[config.mk]
export PLATFORM = sky130hd
export DESIGN_NAME = tscache_param
export DESIGN_NICKNAME = d
export VERILOG_FILES = /design/src/rtl/tscache_param.sv
export SDC_FILE = /design/constraint.sdc
export NUM_CORES = 1
export LEC_CHECK = 0
export CELL_PAD_IN_SITES_DETAIL_PLACEMENT = 1
export CELL_PAD_IN_SITES_GLOBAL_PLACEMENT = 1
export CORE_ASPECT_RATIO = 0.6
export CORE_MARGIN = 5
export CORE_UTILIZATION = 50
export DETAILED_ROUTE_END_ITERATION = 6
export DONT_BUFFER_PORTS = 1
export HOLD_SLACK_MARGIN = 0.03
export PLACE_DENSITY = 0.74
export SLEW_MARGIN = 20
export SYNTH_ARGS = -nofsm -noshare
export SYNTH_HDL_FRONTEND = slang
export SYNTH_SLANG_ARGS = --single-unit
export TNS_END_PERCENT = 20
[constraint.sdc]
create_clock -name clk -period 2.8 [get_ports clk]
set_clock_uncertainty 0.1 [all_clocks]
set_input_delay 0.56 -clock clk [delete_from_list [all_inputs] [get_ports clk]]
set_output_delay 0.56 -clock clk [all_outputs]
set_load 0.01 [all_outputs]
[src/rtl/tscache_param.sv]
// tscache_param: trigger-surround capture cache.
//
// Keeps writing ADC samples into a circular RAM. Once PRE samples are held,
// every valid sample is tested against a threshold crossing rule. On a hit the
// trigger address and timestamp are latched. Capture continues until the
// window of DEPTH samples around the trigger is complete. The window is then
// streamed out oldest-first over a req/rdy handshake.
//
// Ports:
//   clk, reset        rising-edge clock, synchronous active-high reset
//   start             arm a capture (IDLE only)
//   adc_data/valid    incoming sample stream
//   thresh, mode      trigger threshold (unsigned) and rule:
//                     0 rising, 1 falling, 2 either edge, 3 level
//   sbf               begin readout (DONE only)
//   req               consume the current readout word when rdy=1
//   trd, cd           trigger detected / capture done
//   trigtm            timestamp of the trigger sample
//   rdy, dat          readout word valid / readout word
//   sd                one-cycle pulse after the last word is accepted
//   current_state     FSM code (IDLE=0 .. SEND=5)
module tscache_param #(
  parameter int DATA_W = 8,
  parameter int ADDR_W = 4,
  parameter int PRE    = 4,
  parameter int TS_W   = 32
) (
  input  logic              clk,
  input  logic              reset,
  input  logic              start,
  input  logic [DATA_W-1:0] adc_data,
  input  logic              adc_valid,
  input  logic [DATA_W-1:0] thresh,
  input  logic [1:0]        mode,
  input  logic              sbf,
  input  logic              req,
  output logic              trd,
  output logic              cd,
  output logic [TS_W-1:0]   trigtm,
  output logic              rdy,
  output logic [DATA_W-1:0] dat,
  output logic              sd,
  output logic [2:0]        current_state
);

  localparam int                DEPTH   = 1 << ADDR_W;
  localparam logic [ADDR_W-1:0] PRE_A   = ADDR_W'(PRE);
  localparam logic [ADDR_W-1:0] PRE_M1  = ADDR_W'(PRE - 1);
  localparam logic [ADDR_W-1:0] POST_N  = ADDR_W'(DEPTH - PRE - 1);
  localparam logic [ADDR_W-1:0] ONE_A   = ADDR_W'(1);
  localparam logic [ADDR_W:0]   DEPTH_N = (ADDR_W + 1)'(DEPTH);
  localparam logic [ADDR_W:0]   LAST_N  = (ADDR_W + 1)'(DEPTH - 1);

  typedef enum logic [2:0] {
    IDLE  = 3'd0,
    FILL  = 3'd1,
    ARMED = 3'd2,
    POST  = 3'd3,
    DONE  = 3'd4,
    SEND  = 3'd5
  } state_t;

  state_t            state, state_nxt;

  logic [DATA_W-1:0] mem [DEPTH];
  logic [TS_W-1:0]   ts_cnt;
  logic [ADDR_W-1:0] wr_ptr;
  logic [ADDR_W-1:0] rd_ptr;
  logic [ADDR_W-1:0] taddr;
  logic [ADDR_W-1:0] fill_cnt;
  logic [ADDR_W-1:0] post_cnt;
  logic [ADDR_W:0]   acc_cnt;
  logic [DATA_W-1:0] prev_p0;
  logic [DATA_W-1:0] dat_p1;
  logic              vld_p1;

  logic              wr_en;
  logic              trig_fire;
  logic              post_last;
  logic              accept;
  logic              fetch;
  logic              send_end;

  function automatic logic trig_hit(
    input logic [DATA_W-1:0] p,
    input logic [DATA_W-1:0] c,
    input logic [DATA_W-1:0] th,
    input logic [1:0]        m
  );
    logic rise;
    logic fall;
    rise = (p < th) && (c >= th);
    fall = (p >= th) && (c < th);
    case (m)
      2'b00:   trig_hit = rise;
      2'b01:   trig_hit = fall;
      2'b10:   trig_hit = rise | fall;
      default: trig_hit = (c >= th);
    endcase
  endfunction

  assign wr_en     = adc_valid && ((state == FILL) || (state == ARMED) || (state == POST));
  assign trig_fire = (state == ARMED) && adc_valid && trig_hit(prev_p0, adc_data, thresh, mode);
  assign post_last = (state == POST) && adc_valid && (post_cnt == ONE_A);
  assign accept    = (state == SEND) && vld_p1 && req;
  // acc_cnt reaching DEPTH marks the sd cycle; nothing more is fetched after it.
  assign send_end  = (state == SEND) && (acc_cnt == DEPTH_N);
  assign fetch     = (state == SEND) && !vld_p1 && !send_end;

  always_ff @(posedge clk) begin
    if (reset) begin
      state <= IDLE;
    end else begin
      state <= state_nxt;
    end
  end

  always_comb begin
    state_nxt = state;
    case (state)
      IDLE:    if (start) state_nxt = FILL;
      FILL:    if (adc_valid && (fill_cnt == PRE_M1)) state_nxt = ARMED;
      ARMED:   if (trig_fire) state_nxt = POST;
      POST:    if (post_last) state_nxt = DONE;
      DONE:    if (sbf) state_nxt = SEND;
      SEND:    if (send_end) state_nxt = IDLE;
      default: state_nxt = IDLE;
    endcase
  end

  // Stage p0: sample write into the circular buffer
  always_ff @(posedge clk) begin
    if (wr_en) begin
      mem[wr_ptr] <= adc_data;
    end
  end

  always_ff @(posedge clk) begin
    if (reset) begin
      ts_cnt   <= '0;
      wr_ptr   <= '0;
      rd_ptr   <= '0;
      taddr    <= '0;
      fill_cnt <= '0;
      post_cnt <= '0;
      acc_cnt  <= '0;
      prev_p0  <= '0;
      trigtm   <= '0;
      trd      <= 1'b0;
      cd       <= 1'b0;
      sd       <= 1'b0;
    end else begin
      ts_cnt <= ts_cnt + 1'b1;
      sd     <= 1'b0;

      if ((state == IDLE) && start) begin
        wr_ptr   <= '0;
        fill_cnt <= '0;
        trd      <= 1'b0;
        cd       <= 1'b0;
      end

      if (wr_en) begin
        wr_ptr  <= wr_ptr + 1'b1;
        prev_p0 <= adc_data;
      end

      if ((state == FILL) && adc_valid) begin
        fill_cnt <= fill_cnt + 1'b1;
      end

      if (trig_fire) begin
        taddr    <= wr_ptr;
        trigtm   <= ts_cnt;
        trd      <= 1'b1;
        post_cnt <= POST_N;
      end

      if ((state == POST) && adc_valid) begin
        post_cnt <= post_cnt - 1'b1;
        if (post_last) begin
          cd <= 1'b1;
        end
      end

      if ((state == DONE) && sbf) begin
        rd_ptr  <= taddr - PRE_A;
        acc_cnt <= '0;
      end

      if (accept) begin
        rd_ptr  <= rd_ptr + 1'b1;
        acc_cnt <= acc_cnt + 1'b1;
        sd      <= (acc_cnt == LAST_N);
      end

      if (send_end) begin
        trd <= 1'b0;
        cd  <= 1'b0;
      end
    end
  end

  // Stage p1: registered RAM read; vld_p1 drops for one cycle after each accept
  always_ff @(posedge clk) begin
    if (reset) begin
      dat_p1 <= '0;
      vld_p1 <= 1'b0;
    end else begin
      if (fetch) begin
        dat_p1 <= mem[rd_ptr];
        vld_p1 <= 1'b1;
      end else if (accept || (state != SEND)) begin
        vld_p1 <= 1'b0;
      end
    end
  end

  assign rdy           = vld_p1;
  assign dat           = dat_p1;
  assign current_state = state;

endmodule

==> results of run 1 <==
-- final timing paths --
path                end  slack (ps)  depth (start not counted)
min reg2reg  prev_p0[0]         370                          2
min           mem[4][7]          50                          0
max reg2reg  trigtm[19]         260                          8
max          trigtm[19]         260                          8
-- stage by stage --
step	setup WS (ps)	std cells	instance area (um^2)	hold WS (ps)
6_report	264	1125	11800	50.0
3_5_place_dp	31.0	1063	10700	357
5_1_grt	90.8	1125	11800	31.1
2_1_floorplan	375	803	10400	326
4_1_cts	308	1110	11600	32.2
3_3_place_gp	185	1063	10700	339
-- cell usage in the layout, fill, tap and decap left out, types with 18 or more instances in the layout --
cell type    n
ha_1        28
mux4_2      27
nand3_1     18
mux2i_1     45
nand2_1     51
nand2b_1    77
a21oi_1     37
buf_4       24
clkbuf_16   25
dfxtp_1    111
edfxtp_1   128
inv_1       22
nor2_1      70
-- metal layers --
metal,global-route usage (%),up-vias
met5,0,-
met4,2.83,0
met3,4.83,28
met2,33.7,186
met1,30.6,3331
li1,-,2995
-- critical path, stage by stage (launching register included) --
cell     delay [ps]
dfxtp_1         330
ha_1            310
a21oi_1         170
o21ai_0         150
o21ai_0         200
o211a_1         220
o211a_2         410
buf_12          270
mux2i_1         250
-- flip-flops by register name, indices dropped and copies added, names as in the netlist --
signal         count
wr_ptr             4
current_state      3
trigtm            32
ts_cnt            32
mem              128
taddr              4
prev_p0            8
post_cnt           4
acc_cnt            5
rdy                1
trd                1
sd                 1
cd                 1
fill_cnt           4
rd_ptr             4
dat                8
-- report_power, final --
group	switching (mW)	leakage, nW	internal [mW]
clock	1.40	0.412	2.11
combinational	0.126	1.43	0.0876
sequential	0.0159	2.06	3.72
-- final cells by class --
| type | instances | area, um^2 |
|---|---|---|
| multi-input combinational | 501 | 3970 |
| tap | 273 | 342 |
| inverter | 22 | 82.6 |
| fill | 1954 | 8370 |
| sequential | 240 | 6090 |
| timing repair buffer | 45 | 438 |
| clock inverter | 18 | 246 |
| clock buffer | 26 | 629 |
-- kinds of logic (layout without fill, tap and decap cells) --
family / after synthesis / count (layout) / synth area share [%]
mux: 86 / 86 / 13.6
xor+xnor: 25 / 25 / 2.11
fa+ha+maj: 28 / 28 / 3.38
simple gates: 279 / 279 / 14.4
compound gates: 83 / 83 / 4.84
flops: 240 / 240 / 58.7
buf+inv: 62 / 111 / 2.92
==> impl_metrics.py, run 1 <==
metrics = {
    "route": {
        "wl_met1_um": 12100,
        "routed-wl-met3_um": 1570,
        "drt-vias-per-instance": 5.81,
        "route.detailed.drc": 0,
        "routed_wl_um": 25800,
        "antenna_left": 0,
        "first_pass_iters": 4,
        "first_iter_violations": 585,
        "top_layer": "met4",
        "routed-wl-met2_um": 11800,
        "via_count": 6540,
        "wl_per_cell_um": 22.9,
    },
    "power_and_ir_drop": {
        "power.total_mw": 7.46,
        "vdd_ir_drop_max_mv": 0.464,
        "p_leak_nw": 3.90,
        "cellPowerDensity_nw_per_um2": 632,
    },
    "floorplanning": {
        "core_area_um2": 20200,
        "dieHeight_um": 122,
        "die_w_um": 196,
        "fp.dieArea_um2": 23800,
        "ios": 71,
        "initial_core_util_pct": 51.4,
        "num_rows": 40,
    },
    "worst_setup_path": {
        "required_ps": 3120,
        "critPathLaunch": "prev_p0[5]",
        "cp_max_fo": 27,
        "r2r-start": "prev_p0[5]",
        "cp.arrival_ps": 2860,
        "start_kind": "flip-flop",
        "worstSetupPathType": "reg -> reg",
        "crit_path_end_kind": "flip-flop",
    },
    "final_layout": {
        "diodes": 0,
        "area_growth_syn_to_layout_pct": 13.9,
        "nets": 886,
        "final_core_util_pct": 58.5,
        "drive_gt1_share_pct": 13.1,
    },
    "sta": {
        "fin_setup_tns_ps": 0,
        "clock.fmax_mhz": 394,
        "setup_violations": 0,
        "finalHoldViolCount": 0,
        "slew_headroom_pct": 48.7,
        "rsz0062_at_grt": "false",
        "maxSlewViolCount": 0,
        "period_needed_ps": 2540,
        "worst_pin_slew_ps": 768,
        "min_period_over_period_pct": 90.6,
    },
    "clocking": {
        "cts_inserted_buffers": 24,
        "numClockSinks": 240,
        "cts_tree": "done",
        "cts_buffer_depth": 3,
        "cts_hold_buf": 3,
        "path_clk_slew_ps": 70,
        "root_buffer": "clkbuf_16",
        "post_cts_buffers": 0,
        "h-tree-depth": 1,
        "insertion_delay_ps": 510,
        "cts_resized": 0,
    },
    "logic_synthesis": {
        "synth-seq-cells": 240,
        "synthesis.area_um2": 10400,
        "ys_seq_area_share_pct": 58.7,
        "synthArstFlopShare_pct": 0,
        "syn_inst": 803,
        "synth_ff_type": "edfxtp_1",
        "synth_edf_count": 128,
        "yosysTopAreaCell": "edfxtp_1",
        "yosysMostFrequentCell": "edfxtp_1",
        "ys.warnings.count": 0,
        "syn_area_per_cell_um2": 12.9,
        "syn_nets": 855,
        "ys_types": 56,
        "synth_top_area_share_pct": 37.1,
        "yosys-top-cells-area": "edfxtp_1 37%, dfxtp_1 22%, mux4_2 5.9%",
        "netlist_top_cells_count": "128 x edfxtp_1, 112 x dfxtp_1, 77 x nand2b_1, 70 x nor2_1, 51 x nand2_1",
    },
    "min_path": {
        "hold_start": "adc_data[7]",
        "min_path_type": "in -> reg",
    },
    "global_route": {
        "grt_max_degree": 78,
        "grtUsageTotal_pct": 21.1,
        "grt_pass1_wl_um": 39500,
        "grt_antenna_before_repair": 0,
        "grt_overflow": 0,
        "grt_pass1_vias": 6878,
    },
    "placement": {
        "hpwlAfterDp_um": 16400,
        "place_congestion": 0.872,
        "port_buffers": 0,
    },
    "outcome": {
        "outcome": "complete, no violations",
    },
    "run": {
        "maxCapViolCount": 0,
    },
}
Note: power is estimated with default switching activity, not from simulation.
==> inputs of run 2 (changes only) <==
--- a/config.mk
+++ b/config.mk
@@ -5,7 +5,7 @@
 export SDC_FILE = /design/constraint.sdc
 export NUM_CORES = 1
 export LEC_CHECK = 0
-export CELL_PAD_IN_SITES_DETAIL_PLACEMENT = 1
+export CELL_PAD_IN_SITES_DETAIL_PLACEMENT = 0
 export CELL_PAD_IN_SITES_GLOBAL_PLACEMENT = 1
 export CORE_ASPECT_RATIO = 0.6
 export CORE_MARGIN = 5
@@ -14,7 +14,7 @@
 export DONT_BUFFER_PORTS = 1
 export HOLD_SLACK_MARGIN = 0.03
 export PLACE_DENSITY = 0.74
-export SLEW_MARGIN = 20
+export SLEW_MARGIN = 5
 export SYNTH_ARGS = -nofsm -noshare
 export SYNTH_HDL_FRONTEND = slang
 export SYNTH_SLANG_ARGS = --single-unit
==> impl_metrics.py, run 2 (synthesis gave the netlist of run 1 again) <==
metrics = {
    "final_layout": {
        "design_area_um2": 11500,
        "final_common_cell": "edfxtp_1",
        "nets": 869,
        "regMostFlops": "mem",
        "diodes": 0,
        "area_growth_syn_to_layout_pct": 10.5,
        "fillCellCount": 1615,
        "final_cell_count_no_fill": 1106,
        "drive_gt1_share_pct": 12.4,
        "final_cell_mix": "128 x edfxtp_1, 111 x dfxtp_1, 77 x nand2b_1",
        "final_core_util_pct": 56.8,
        "reg.largest.list": "mem: 128 flops, trigtm: 32 flops, ts_cnt: 32 flops",
        "largest_reg_flops": 128,
    },
    "global_route": {
        "grt_max_degree": 78,
        "use_met3_pct": 4.52,
        "use_met1_pct": 27.8,
        "grtUsageTotal_pct": 18.5,
        "grt_pass1_wl_um": 34700,
        "grt-busiest-layer": "met1",
        "gr-usage-met2_pct": 27.4,
        "grt_overflow": 0,
        "grt_pass1_vias": 6125,
        "grt_antenna_before_repair": 0,
    },
    "placement": {
        "port_buffers": 0,
        "hpwlAfterDp_um": 14300,
        "pre_cts_ws_ps": 83.2,
        "place_congestion": 0.872,
        "dp_cells": 1063,
        "place_area_um2": 10700,
    },
    "route": {
        "drt-vias-per-instance": 5.66,
        "wl_per_cell_um": 19.6,
        "first_pass_iters": 6,
        "via_count": 6262,
        "route.detailed.drc": 0,
        "antenna_left": 0,
        "first_iter_violations": 545,
        "routed_wl_um": 21700,
    },
    "sta": {
        "worst_pin_slew_ps": 706,
        "maxSlewViolCount": 0,
        "fin_setup_tns_ps": 0,
        "setup_violations": 0,
        "period_needed_ps": 2480,
        "finalHoldViolCount": 0,
        "clock.fmax_mhz": 402,
        "rsz0062_at_grt": "false",
        "slew_headroom_pct": 52.9,
        "min_period_over_period_pct": 88.7,
        "setup_ws_ps": 315,
    },
    "worst_setup_path": {
        "crit_path_end_kind": "flip-flop",
        "required_ps": 3120,
        "crit_path_top_delay_cell": "o211a_2",
        "worstSetupPathType": "reg -> reg",
        "cp_slowest_stage_delay_ps": 400,
        "start_kind": "flip-flop",
        "path_cells": "ha_1, a21oi_1, o21ai_0, o21ai_0, o211a_1, o211a_2, buf_12, mux2i_1",
        "cp.arrival_ps": 2800,
        "cp_max_fo": 27,
        "cp_common_cell": "o21ai_0",
    },
    "power_and_ir_drop": {
        "vdd_ir_drop_max_mv": 0.352,
        "cellPowerDensity_nw_per_um2": 591,
        "p_leak_nw": 3.77,
    },
    "clocking": {
        "cts_tree": "done",
        "numClockSinks": 240,
        "path_clk_slew_ps": 60,
        "cts_inserted_buffers": 23,
        "cts_buffer_depth": 3,
        "root_buffer": "clkbuf_16",
        "post_cts_buffers": 0,
        "h-tree-depth": 1,
        "insertion_delay_ps": 500,
    },
    "floorplanning": {
        "die_w_um": 196,
        "num_rows": 40,
        "dieHeight_um": 122,
        "initial_core_util_pct": 51.4,
        "core_area_um2": 20200,
        "fp.dieArea_um2": 23800,
        "ios": 71,
    },
    "min_path": {
        "min_path_type": "in -> reg",
    },
    "run": {
        "maxCapViolCount": 0,
    },
    "outcome": {
        "outcome": "complete, no violations",
    },
}
## run 2: stage by stage
stage	total power [mW]	hold slack, ps
after floorplan	3.93	326
after global placement	3.94	339
after detailed placement	3.94	350
after CTS	6.84	32.3
after global routing	7.02	33.2
final	6.77	57.8
## run 2: worst max-delay path, delay by kind of cell, from the launching register on
kind,cells,cell delay [ps]
buffers and inverters,1,270
AO/OA/AOI/OAI,5,1140
adder cells (fa/ha/maj),1,310
multiplexers,1,240
flip-flops,1,330
## run 2: power by group
group | internal, mW | switching, mW
sequential | 3.72 | 0.0147
combinational | 0.0713 | 0.0879
clock | 1.62 | 1.25
## run 2: layer usage
| layer | up-vias | part of all wire, % |
|---|---|---|
| met5 | - | 0 |
| met4 | 0 | 2.0 |
| met3 | 32 | 7.3 |
| met2 | 186 | 43 |
| met1 | 3080 | 48 |
| li1 | 2964 | - |
## run 2: worst paths after layout
check	depth (start not counted)	start	endpoint	slack, ps
worst max register to register	8	prev_p0[7]	trigtm[13]	320
worst min register to register	2	prev_p0[0]	prev_p0[0]	360
worst max-delay path	8	prev_p0[7]	trigtm[13]	320
worst min-delay path	0	adc_data[6]	mem[4][6]	60
## run 2: layout make-up
type	count	area [um^2]	area share, %
well taps	273	342	2.98
inverters	22	82.6	0.721
repair buffers	29	278	2.43
clock buffers	28	604	5.28
clock inverters	13	86.3	0.754
flip-flops and latches	240	6090	53.2
multi-input cells	501	3970	34.7
## run 2: what timing repair did
action | in CTS | in global routing
hold buffers | 2 | 0
endpoints found under the hold margin | 65 | 0
resized for setup | 0 | 0
==> inputs of run 3 (changes only) <==
--- a/config.mk
+++ b/config.mk
@@ -5,15 +5,17 @@
 export SDC_FILE = /design/constraint.sdc
 export NUM_CORES = 1
 export LEC_CHECK = 0
+export ABC_AREA = 1
 export CELL_PAD_IN_SITES_DETAIL_PLACEMENT = 0
 export CELL_PAD_IN_SITES_GLOBAL_PLACEMENT = 1
 export CORE_ASPECT_RATIO = 0.6
 export CORE_MARGIN = 5
 export CORE_UTILIZATION = 50
+export CTS_CLUSTER_DIAMETER = 80
 export DETAILED_ROUTE_END_ITERATION = 6
 export DONT_BUFFER_PORTS = 1
 export HOLD_SLACK_MARGIN = 0.03
-export PLACE_DENSITY = 0.74
+export PLACE_DENSITY = 0.77
 export SLEW_MARGIN = 5
 export SYNTH_ARGS = -nofsm -noshare
 export SYNTH_HDL_FRONTEND = slang
==> impl_metrics.py, run 3 <==
metrics = {
    "outcome": {
        "outcome": "complete, no violations",
    },
    "final_layout": {
        "largest_reg_flops": 128,
        "final_cell_mix": "133 x nor2_1, 128 x edfxtp_1, 110 x dfxtp_1",
        "reg.largest.list": "mem: 128 flops, trigtm: 32 flops, ts_cnt: 32 flops",
        "drive_gt1_share_pct": 8.56,
        "final_core_util_pct": 57.4,
        "final_common_cell": "nor2_1",
        "regMostFlops": "mem",
        "diodes": 0,
        "fillCellCount": 1749,
        "nets": 1098,
        "area_growth_syn_to_layout_pct": 12.6,
    },
    "clocking": {
        "h-tree-depth": 1,
        "insertion_delay_ps": 510,
        "cts_resized": 0,
        "path_clk_slew_ps": 60,
        "cts_tree": "done",
        "root_buffer": "clkbuf_16",
        "post_cts_buffers": 0,
        "numClockSinks": 240,
        "cts_buffer_depth": 3,
        "cts_inserted_buffers": 23,
    },
    "worst_setup_path": {
        "cp_top_family": "simple AND/OR/NAND/NOR gates",
        "cp.arrival_ps": 2560,
        "worstSetupPathType": "reg -> reg",
        "cp_slowest_stage_delay_ps": 570,
        "start_kind": "flip-flop",
        "worstSetupPathDepth": 7,
        "critPathLaunch": "current_state[2]",
        "rrSetupSlack_ps": 600,
        "crit_path_top_delay_cell": "dfxtp_1",
        "crit_buf_inv": 2,
        "required_ps": 3150,
        "r2r-start": "current_state[2]",
        "cp_max_fo": 18,
        "path_cells": "inv_2, nor3_4, nand2_2, or2_1, a21oi_1, o21ai_1, inv_1",
        "crit_path_end": "dat[5]",
        "r2r_cells": 7,
        "crit_path_end_kind": "flip-flop",
        "reg2reg_to": "dat[5]",
    },
    "floorplanning": {
        "dieHeight_um": 121,
        "core_area_um2": 20100,
        "fp.dieArea_um2": 23500,
        "die_w_um": 195,
        "ios": 71,
        "initial_core_util_pct": 51.0,
        "num_rows": 40,
    },
    "sta": {
        "min_period_over_period_pct": 78.7,
        "maxSlewViolCount": 0,
        "worst_pin_slew_ps": 1110,
        "rsz0062_at_grt": "false",
        "clock.fmax_mhz": 454,
        "period_needed_ps": 2200,
        "slew_headroom_pct": 25.7,
        "setup_violations": 0,
        "fin_setup_tns_ps": 0,
        "finalHoldViolCount": 0,
    },
    "logic_synthesis": {
        "synth_top_family_by_area": "compound AO/OA/AOI/OAI gates",
        "syn_nets": 1072,
        "synth_mux_area_share_pct": 2.15,
        "yosys.area_share.simple_pct": 13.7,
        "ys.warnings.count": 0,
        "yosysMostFrequentCell": "nor2_1",
        "netlist_top_cells_count": "133 x nor2_1, 128 x edfxtp_1, 112 x dfxtp_1, 104 x inv_1, 100 x o21ai_0",
        "syn_inst": 1020,
        "synth_ff_type": "edfxtp_1",
        "synth-seq-cells": 240,
        "synthesis.area_um2": 10200,
        "yosys-top-cells-area": "edfxtp_1 38%, dfxtp_1 22%, o21ai_0 4.9%",
        "synth-xor-area-share_pct": 0.342,
        "yosysTopAreaCell": "edfxtp_1",
        "ys_seq_area_share_pct": 59.5,
        "syn_area_per_cell_um2": 10.0,
        "synthAdderAreaFrac_pct": 3.42,
        "synthArstFlopShare_pct": 0,
        "synth_top_area_share_pct": 37.6,
        "synth_edf_count": 128,
        "ys_types": 49,
        "synth_compound_area_share_pct": 14.9,
    },
    "min_path": {
        "holdPathStages": 0,
        "min_path_type": "in -> reg",
    },
    "power_and_ir_drop": {
        "clkPwrFrac_pct": 38.0,
        "switching_power_mw": 2.05,
        "p_sw_share_pct": 25.9,
        "internal_power_mw": 5.87,
        "cellPowerDensity_nw_per_um2": 687,
        "vdd_ir_drop_max_mv": 0.505,
        "pwr-share-comb_pct": 11.3,
        "p_leak_nw": 4.19,
        "p_seq_share_pct": 50.8,
    },
    "route": {
        "wl_per_cell_um": 18.8,
        "drt-vias-per-instance": 5.41,
        "first_iter_violations": 621,
        "routed_wl_um": 25100,
        "route.detailed.drc": 0,
        "first_pass_iters": 5,
        "antenna_left": 0,
        "via_count": 7234,
    },
    "placement": {
        "place_congestion": 0.809,
        "port_buffers": 0,
        "hpwlAfterDp_um": 16000,
    },
    "global_route": {
        "grt_antenna_before_repair": 0,
        "grt_overflow": 0,
        "grtUsageTotal_pct": 20.5,
        "grt_pass1_wl_um": 38300,
        "grt_pass1_vias": 6585,
        "grt_max_degree": 69,
    },
    "run": {
        "maxCapViolCount": 0,
    },
}
-- run 3: layout make-up --
class	instances	area, um^2	share of cell area, %
Multi-Input combinational cell	626	3540	30.7
Timing Repair Buffer	46	433	3.76
Tap cell	273	342	2.96
Inverter	109	409	3.55
Clock inverter	7	62.6	0.543
Clock buffer	35	652	5.66
Sequential cell	240	6090	52.8
-- run 3: power groups by stage --
stage	logic [mW]	clock network [mW]	registers, mW
floorplan	0.597	0	4.06
global placement	0.816	0	4.09
detailed placement	0.824	0	4.09
CTS	0.840	3.05	4.02
global route	1.02	3.23	4.04
finish	0.892	3.01	4.02
-- run 3: worst register-to-register path: cells and delay by family, from the launching register on --
| kind | cells | cell delay, ps |
|---|---|---|
| buf+inv | 2 | 200 |
| simple gates | 3 | 970 |
| flops | 1 | 570 |
| compound gates | 2 | 300 |
-- run 3: what timing repair did --
action / in CTS / in global routing
hold endpoints to repair: 21 / 98
hold buffers: 3 / 12
setup endpoints to repair: 0 / 0
-- run 3: routing by layer --
layer | vias up | track usage [%] | wire length, um
li1 | 3621 | - | -
met1 | 3403 | 34.6 | 13400
met2 | 191 | 25.8 | 9370
met5 | - | 0 | 0
met4 | 0 | 3.25 | 285
met3 | 19 | 5.26 | 2040
-- run 3: kinds of logic (layout without fill, tap and decap cells) --
group,Yosys count,after routing
AO/OA/AOI/OAI,262,262
XOR/XNOR,4,4
adder cells (fa/ha/maj),28,28
buffers and inverters,154,197
flip-flops,240,240
multiplexers,22,22
AND/OR/NAND/NOR,310,310
-- run 3: stage by stage --
stage / worst slack, ps / hold WS, ps / total power [mW] / cell area, um^2 / std cells
after floorplan: 548 / 327 / 4.66 / 10200 / 1020
after global placement: 453 / 352 / 4.91 / 10700 / 1279
after detailed placement: 391 / 359 / 4.92 / 10700 / 1279
after CTS: 600 / 30.3 / 7.91 / 11400 / 1324
after global routing: 409 / 31.1 / 8.29 / 11500 / 1336
final: 597 / 56.5 / 7.92 / 11500 / 1336
-- run 3: worst min path at each step --
stage	startpoint	endpoint	slack (ps)
global route	adc_data[5]	mem[9][5]	30
floorplan	ts_cnt[0]	ts_cnt[0]	330
finish	adc_data[5]	mem[9][5]	60
global placement	ts_cnt[0]	ts_cnt[0]	350
CTS	adc_data[0]	mem[4][0]	30
detailed placement	fill_cnt[3]	fill_cnt[3]	360
